$ cat src/rtl/load_store_unit.sv
// load_store_unit: initiator side of the word-wide, byte-addressed data memory.
// Takes one load/store at a time and returns one response per request.
// Sub-word stores are done as read-modify-write.
// Optional build macro LSU_MISALIGN_TRAP_EN: when defined, misaligned halfword
// and word accesses return an error. When it is undefined, the low address bits
// are forced to zero and the access goes ahead.
module load_store_unit #(
    parameter int unsigned MEM_BYTES = 64
) (
    input  logic        Clk,
    input  logic        Rst_n,
    input  logic        req_valid,
    output logic        req_ready,
    input  logic [2:0]  req_op,
    input  logic [31:0] req_addr,
    input  logic [31:0] req_wdata,
    output logic        resp_valid,
    output logic [31:0] resp_rdata,
    output logic        resp_err,
    output logic        MemRead,
    output logic        MemWrite,
    output logic [31:0] mem_address,
    output logic [31:0] mem_data_in,
    input  logic [31:0] mem_data_out
);

    typedef enum logic [1:0] {IDLE, RD, WR, RESP} state_t;
    typedef enum logic [2:0] {
        OP_LB, OP_LH, OP_LW, OP_LBU, OP_LHU, OP_SB, OP_SH, OP_SW
    } op_t;

    state_t      state, state_next;
    op_t         in_op, lat_op;
    logic [1:0]  lat_lane;
    logic [15:0] lat_wdata;
    logic        accept;

    logic        in_half, in_word;
    logic [2:0]  in_size;
    logic [32:0] in_end;
    logic        in_range_err, in_misalign, in_err;
    logic [31:0] in_addr_eff;
    logic        lat_is_load;

    logic        nxt_mem_read, nxt_mem_write, nxt_resp_valid, nxt_resp_err;
    logic [31:0] nxt_mem_address, nxt_mem_data_in, nxt_resp_rdata;

    // Extract and extend the loaded byte/halfword at the given lane.
    function automatic logic [31:0] extract_load(input logic [31:0] word,
                                                 input op_t op,
                                                 input logic [1:0] lane);
        logic [31:0] sh;
        logic [31:0] res;
        sh = word >> {lane, 3'b000};
        case (op)
            OP_LB:   res = {{24{sh[7]}}, sh[7:0]};
            OP_LH:   res = {{16{sh[15]}}, sh[15:0]};
            OP_LBU:  res = {24'b0, sh[7:0]};
            OP_LHU:  res = {16'b0, sh[15:0]};
            default: res = word;
        endcase
        return res;
    endfunction

    // Replace the selected byte/halfword lane of the read word with store data.
    function automatic logic [31:0] merge_store(input logic [31:0] word,
                                                input op_t op,
                                                input logic [1:0] lane,
                                                input logic [15:0] wdata);
        logic [31:0] mask;
        logic [31:0] data;
        if (op == OP_SH) begin
            mask = 32'h0000_FFFF << {lane, 3'b000};
            data = {16'b0, wdata} << {lane, 3'b000};
        end else begin
            mask = 32'h0000_00FF << {lane, 3'b000};
            data = {24'b0, wdata[7:0]} << {lane, 3'b000};
        end
        return (word & ~mask) | (data & mask);
    endfunction

    assign req_ready = (state == IDLE);
    assign accept    = req_valid && req_ready;

    // Decode the incoming request: size, range/alignment error, effective address.
    always_comb begin
        in_op        = op_t'(req_op);
        in_half      = (in_op == OP_LH) || (in_op == OP_LHU) || (in_op == OP_SH);
        in_word      = (in_op == OP_LW) || (in_op == OP_SW);
        in_size      = in_word ? 3'd4 : (in_half ? 3'd2 : 3'd1);
        // Range check uses the address as presented, before any low-bit forcing.
        in_end       = {1'b0, req_addr} + {30'b0, in_size};
        in_range_err = in_end > 33'(MEM_BYTES);
        in_addr_eff  = req_addr;
`ifdef LSU_MISALIGN_TRAP_EN
        in_misalign  = (in_half && req_addr[0]) || (in_word && (req_addr[1:0] != 2'b00));
`else
        in_misalign  = 1'b0;
        if (in_half) in_addr_eff[0]   = 1'b0;
        if (in_word) in_addr_eff[1:0] = 2'b00;
`endif
        in_err       = in_range_err || in_misalign;
    end

    // Classify the latched operation.
    always_comb begin
        lat_is_load = (lat_op == OP_LB) || (lat_op == OP_LH) || (lat_op == OP_LW) ||
                      (lat_op == OP_LBU) || (lat_op == OP_LHU);
    end

    // State register.
    always_ff @(posedge Clk or negedge Rst_n) begin
        if (!Rst_n) state <= IDLE;
        else        state <= state_next;
    end

    // Next-state logic.
    always_comb begin
        state_next = state;
        unique case (state)
            IDLE: begin
                if (accept) begin
                    if (in_err)               state_next = RESP;
                    else if (in_op == OP_SW)  state_next = WR;
                    else                      state_next = RD;
                end
            end
            RD:      state_next = lat_is_load ? RESP : WR;
            WR:      state_next = RESP;
            RESP:    state_next = IDLE;
            default: state_next = IDLE;
        endcase
    end

    // Next values of the registered outputs, decided from the upcoming state.
    // The read word is consumed at the RD exit edge: it becomes either the
    // extended load result or the merged write word, so no separate copy is kept.
    always_comb begin
        nxt_mem_read    = (state_next == RD);
        nxt_mem_write   = (state_next == WR);
        nxt_resp_valid  = (state_next == RESP);
        nxt_resp_err    = (state == IDLE) && accept && in_err;
        nxt_resp_rdata  = '0;
        nxt_mem_address = mem_address;
        nxt_mem_data_in = mem_data_in;
        if (state == IDLE) begin
            if ((state_next == RD) || (state_next == WR))
                nxt_mem_address = {in_addr_eff[31:2], 2'b00};
            if (state_next == WR)
                nxt_mem_data_in = req_wdata;
        end
        if (state == RD) begin
            if (state_next == WR)
                nxt_mem_data_in = merge_store(mem_data_out, lat_op, lat_lane, lat_wdata);
            else
                nxt_resp_rdata = extract_load(mem_data_out, lat_op, lat_lane);
        end
    end

    // Output registers.
    always_ff @(posedge Clk or negedge Rst_n) begin
        if (!Rst_n) begin
            MemRead     <= 1'b0;
            MemWrite    <= 1'b0;
            mem_address <= '0;
            mem_data_in <= '0;
            resp_valid  <= 1'b0;
            resp_err    <= 1'b0;
            resp_rdata  <= '0;
        end else begin
            MemRead     <= nxt_mem_read;
            MemWrite    <= nxt_mem_write;
            mem_address <= nxt_mem_address;
            mem_data_in <= nxt_mem_data_in;
            resp_valid  <= nxt_resp_valid;
            resp_err    <= nxt_resp_err;
            resp_rdata  <= nxt_resp_rdata;
        end
    end

    // Latch the request fields needed after accept.
    always_ff @(posedge Clk or negedge Rst_n) begin
        if (!Rst_n) begin
            lat_op    <= OP_LB;
            lat_lane  <= '0;
            lat_wdata <= '0;
        end else if (accept) begin
            lat_op    <= in_op;
            lat_lane  <= in_addr_eff[1:0];
            lat_wdata <= req_wdata[15:0];
        end
    end

endmodule

$ cat config.mk
export PLATFORM = sky130hd
export DESIGN_NAME = load_store_unit
export DESIGN_NICKNAME = d
export VERILOG_FILES = /design/src/rtl/load_store_unit.sv
export SDC_FILE = /design/constraint.sdc
export NUM_CORES = 1
export LEC_CHECK = 0
export CORE_UTILIZATION = 50
export CTS_CLUSTER_SIZE = 40
export DETAILED_ROUTE_END_ITERATION = 6
export PLACE_DENSITY = 0.85
export RECOVER_POWER = 100
export SLEW_MARGIN = 20
export SYNTH_ARGS = -nofsm -noshare
export SYNTH_HDL_FRONTEND = slang
export SYNTH_SLANG_ARGS = --single-unit
$ cat constraint.sdc
create_clock -name Clk -period 6.6 [get_ports Clk]
set_input_delay 1.32 -clock Clk [delete_from_list [all_inputs] [get_ports Clk]]
set_output_delay 1.32 -clock Clk [all_outputs]
set_load 0.005 [all_outputs]
==> results.txt <==
worst endpoint data arrival time -> 6.30 ns
post-synth top area cell -> dfrtp_1
Unique masters post-synth -> 57
# resized after CTS -> 0
reg2reg start -> state[0]$_DFF_PN0_
clk buf depth -> 2
DP HPWL -> 15.0 mm
dominant synthesized flop cell -> dfrtp_1
Critical Path RT -> 6.92 ns
Hold WC Path Type -> reg2reg
Clk pin slew, worst setup/hold paths -> 0.06 ns
Reg power frac -> 31.9%
number of global-route vias before repair -> 6,121
antenna-violating nets left -> 0
1st-iter DRT viols -> 612
syn_area_per_cell -> 9.20 µm²
# setup viols final -> 0
Hold Path Sink -> mem_address[6]$_DFFE_PN0P_
DRT Wirelength -> 20.9 mm
Worst setup EP type -> register
Mapped Area -> 6630 µm²
Layout Utilization -> 73.8%
Area growth syn-to-layout -> 42.0%
status -> finished, violations left
Die X -> 117 µm
drt first pass iters -> 5
startpoint types -> input port
fin crit share -> 90.5%
share of cells above drive strength 1 -> 11.5%
htree depth -> 4
Post-synth ARST share -> 100%
Hold Startpoint -> mem_address[6]$_DFFE_PN0P_
cell-internal power -> 2.73 mW
Synth Warn # -> 0
filler cell count -> 887
Std-Cell Core Area -> 12,800 µm²
Synth top cells by count -> dfrtp_1 (121), nand2_1 (118), nor2_1 (64), mux2_2 (52), a21oi_1 (46)
Final Max Slew Viols -> 69
maxcap violations -> 1
Root Driver -> clkbuf_16
register bit total from synthesis -> 121
GR Overflow Total -> 0
clk_lat worst skew -> 0.43 ns
Via Count -> 6,490
reg-to-reg slack, setup -> 3.09 ns
Via density -> 5.92
register area share after synthesis -> 45.7%
Sw Ratio -> 36.7%
port bufs -> 200
critical path class -> in2reg
CTS sink cnt -> 121
die height -> 117 µm
worst r2r dst -> resp_rdata[15]$_DFF_PN0_
Post-synth EDFFs -> 0
maximum fanout along the worst path -> 8
I/O pins -> 203
P per Cell Area -> 457 nW/µm²
final count of hold timing violations -> 0
die area -> 13,700 µm²
Routed WL per cell -> 19.1 µm
RSZ-0062 raised after global routing -> no
Starting Density -> 51.9%
clock skew -> 0.0112 ns
maximum vdd drop -> 256 µV
initial antenna violation count -> 0
CTS tree -> built
leak pwr -> 4.05 nW
Psw -> 1.58 mW
setup tns final -> 0 ns
Max Clock Freq -> 167 MHz
Multi-input gate area -> 3400 µm²
Slew Limit Headroom -> -137%
GRT Resource Usage Total -> 31.5%
Reg area -> 3030 µm²
Row Count -> 41
Worst R2R Path Depth -> 10
most frequent cell after synthesis -> dfrtp_1
GPL Wtd Cong -> 0.871
Yosys top cell area share -> 45.7%
CTS hold repair buffers -> 0
Clock power frac -> 21.8%
main area contributors after synthesis -> dfrtp_1 (46%), mux2_2 (8.8%), nand2_1 (6.7%), nor2_1 (3.6%), a21oi_1 (3.5%)
CTS Buf Count -> 17
Post-route DRC -> 0
first-pass GRT wire length -> 32.1 mm
Final Critical Period -> 5.97 ns
# diodes -> 0
failing checks -> max-capacitance violations, max-slew violations
logic gate share of total power -> 46.3%
Tightest Pin Transition -> 3.55 ns
Setup Buffers After CTS -> 0
Final nets -> 1,024
hold depth -> 2
Synth Instances -> 721
pin count of the biggest net entering global routing -> 69
## power groups by stage
stage | clock, mW | combinational, mW | sequential, mW
floorplan | 0 | 1.13 | 1.30
global placement | 0 | 2.04 | 1.37
detailed placement | 0 | 2.08 | 1.39
CTS | 0.949 | 2.09 | 1.38
global route | 0.984 | 2.18 | 1.41
finish | 0.940 | 2.00 | 1.37
## cell type report
cell class              instances  share of cell area (%)
clock buffers                  22                    5.25
clock inverters                10                    1.22
inverters                      11                   0.438
multi-input cells             547                    36.1
flip-flops and latches        121                    32.2
well taps                     172                    2.28
repair buffers                214                    22.5
## state kept, by name (all words and copies together) (netlist names)
| signal | flops |
|---|---|
| mem_data_in | 32 |
| resp_rdata | 32 |
| mem_address | 30 |
| lat_wdata | 16 |
| lat_op | 3 |
| lat_lane | 2 |
| state | 2 |
| MemRead | 1 |
| MemWrite | 1 |
| resp_err | 1 |
| resp_valid | 1 |
## how the worst max path moves through the flow
stage | to | startpoint | depth (start not counted)
4_1_cts | mem_address[24]$_DFFE_PN0P_ | req_op[2] | 18
3_5_place_dp | mem_address[19]$_DFFE_PN0P_ | req_op[2] | 18
3_3_place_gp | mem_address[25]$_DFFE_PN0P_ | req_op[2] | 18
5_1_grt | resp_rdata[15]$_DFF_PN0_ | req_op[0] | 19
2_1_floorplan | mem_address[10]$_DFFE_PN0P_ | req_op[2] | 18
6_report | resp_rdata[15]$_DFF_PN0_ | req_op[0] | 18
## cells in the final DEF, fill, tap and decap left out, types with 3 or more instances in the layout
cell type / netlist / layout
inv_1: 10 / 10
clkinv_2: 0 / 3
and2_1: 4 / 3
clkbuf_8: 0 / 5
buf_4: 2 / 7
ha_1: 9 / 9
or3_1: 3 / 3
nor2_1: 64 / 63
o22ai_1: 9 / 9
a21oi_1: 46 / 45
clkbuf_1: 34 / 4
clkinvlp_4: 0 / 3
nor4_1: 4 / 4
a211oi_1: 10 / 10
o21ai_0: 34 / 34
nor3_1: 15 / 15
a31oi_1: 35 / 35
mux2_2: 52 / 52
dlygate4sd3_1: 0 / 101
nand4_1: 5 / 5
nor2b_1: 12 / 12
o211ai_1: 4 / 4
o21a_1: 16 / 16
o31ai_1: 12 / 12
nand2b_1: 13 / 13
mux2i_1: 17 / 17
xor2_1: 4 / 4
buf_12: 0 / 3
nand3_1: 21 / 21
xnor2_1: 3 / 3
clkbuf_16: 0 / 17
and3_1: 6 / 6
a311oi_1: 3 / 3
dfrtp_1: 121 / 120
nand2_1: 118 / 117
clkdlybuf4s50_1: 0 / 98
## critical path, stage by stage
cell and delay [ns]:
dlygate4sd3_1 0.59, nand2b_1 0.17, and3_1 0.21, nor2_1 0.16, ha_1 0.22, fa_1 0.42
or3_1 0.40, nor4_1 0.21, a221oi_1 0.14, nor4_1 0.22, nand3_1 0.10, or4_1 0.61
o31a_1 0.37, ha_1 0.26, nor2b_1 0.19, clkbuf_1 0.30, o221ai_1 0.18, nor2_1 0.22
## through the flow
step | setup slack [ns] | total power [mW] | hold slack [ns] | cells | cell area (µm²)
final | 0.626 | 4.31 | 0.483 | 1097 | 9420
after global placement | 0.638 | 3.41 | 0.464 | 1065 | 8830
after detailed placement | 0.459 | 3.46 | 0.475 | 1065 | 8830
after floorplan | 0.800 | 2.44 | 0.473 | 722 | 6640
after CTS | 0.894 | 4.42 | 0.489 | 1097 | 9440
after global routing | 0.299 | 4.58 | 0.518 | 1097 | 9420
## layer usage
metal  track usage [%]  routed length [µm]
met4              12.8                 565
met2              49.4                9780
met3              8.96                1910
met5                 0                   0
met1              41.1                8640
## cells by family (layout without fill, tap and decap cells)
| family | after synthesis | in the layout | synth area share [%] |
|---|---|---|---|
| compound gates | 181 | 181 | 16.9 |
| xor+xnor | 7 | 7 | 0.924 |
| fa+ha+maj | 10 | 10 | 2.00 |
| buf+inv | 54 | 257 | 3.19 |
| flops | 121 | 121 | 45.7 |
| mux | 70 | 70 | 11.7 |
| other cells | 1 | 2 | 0.0565 |
| simple gates | 277 | 277 | 19.5 |
(Power assumes the default switching activity.)
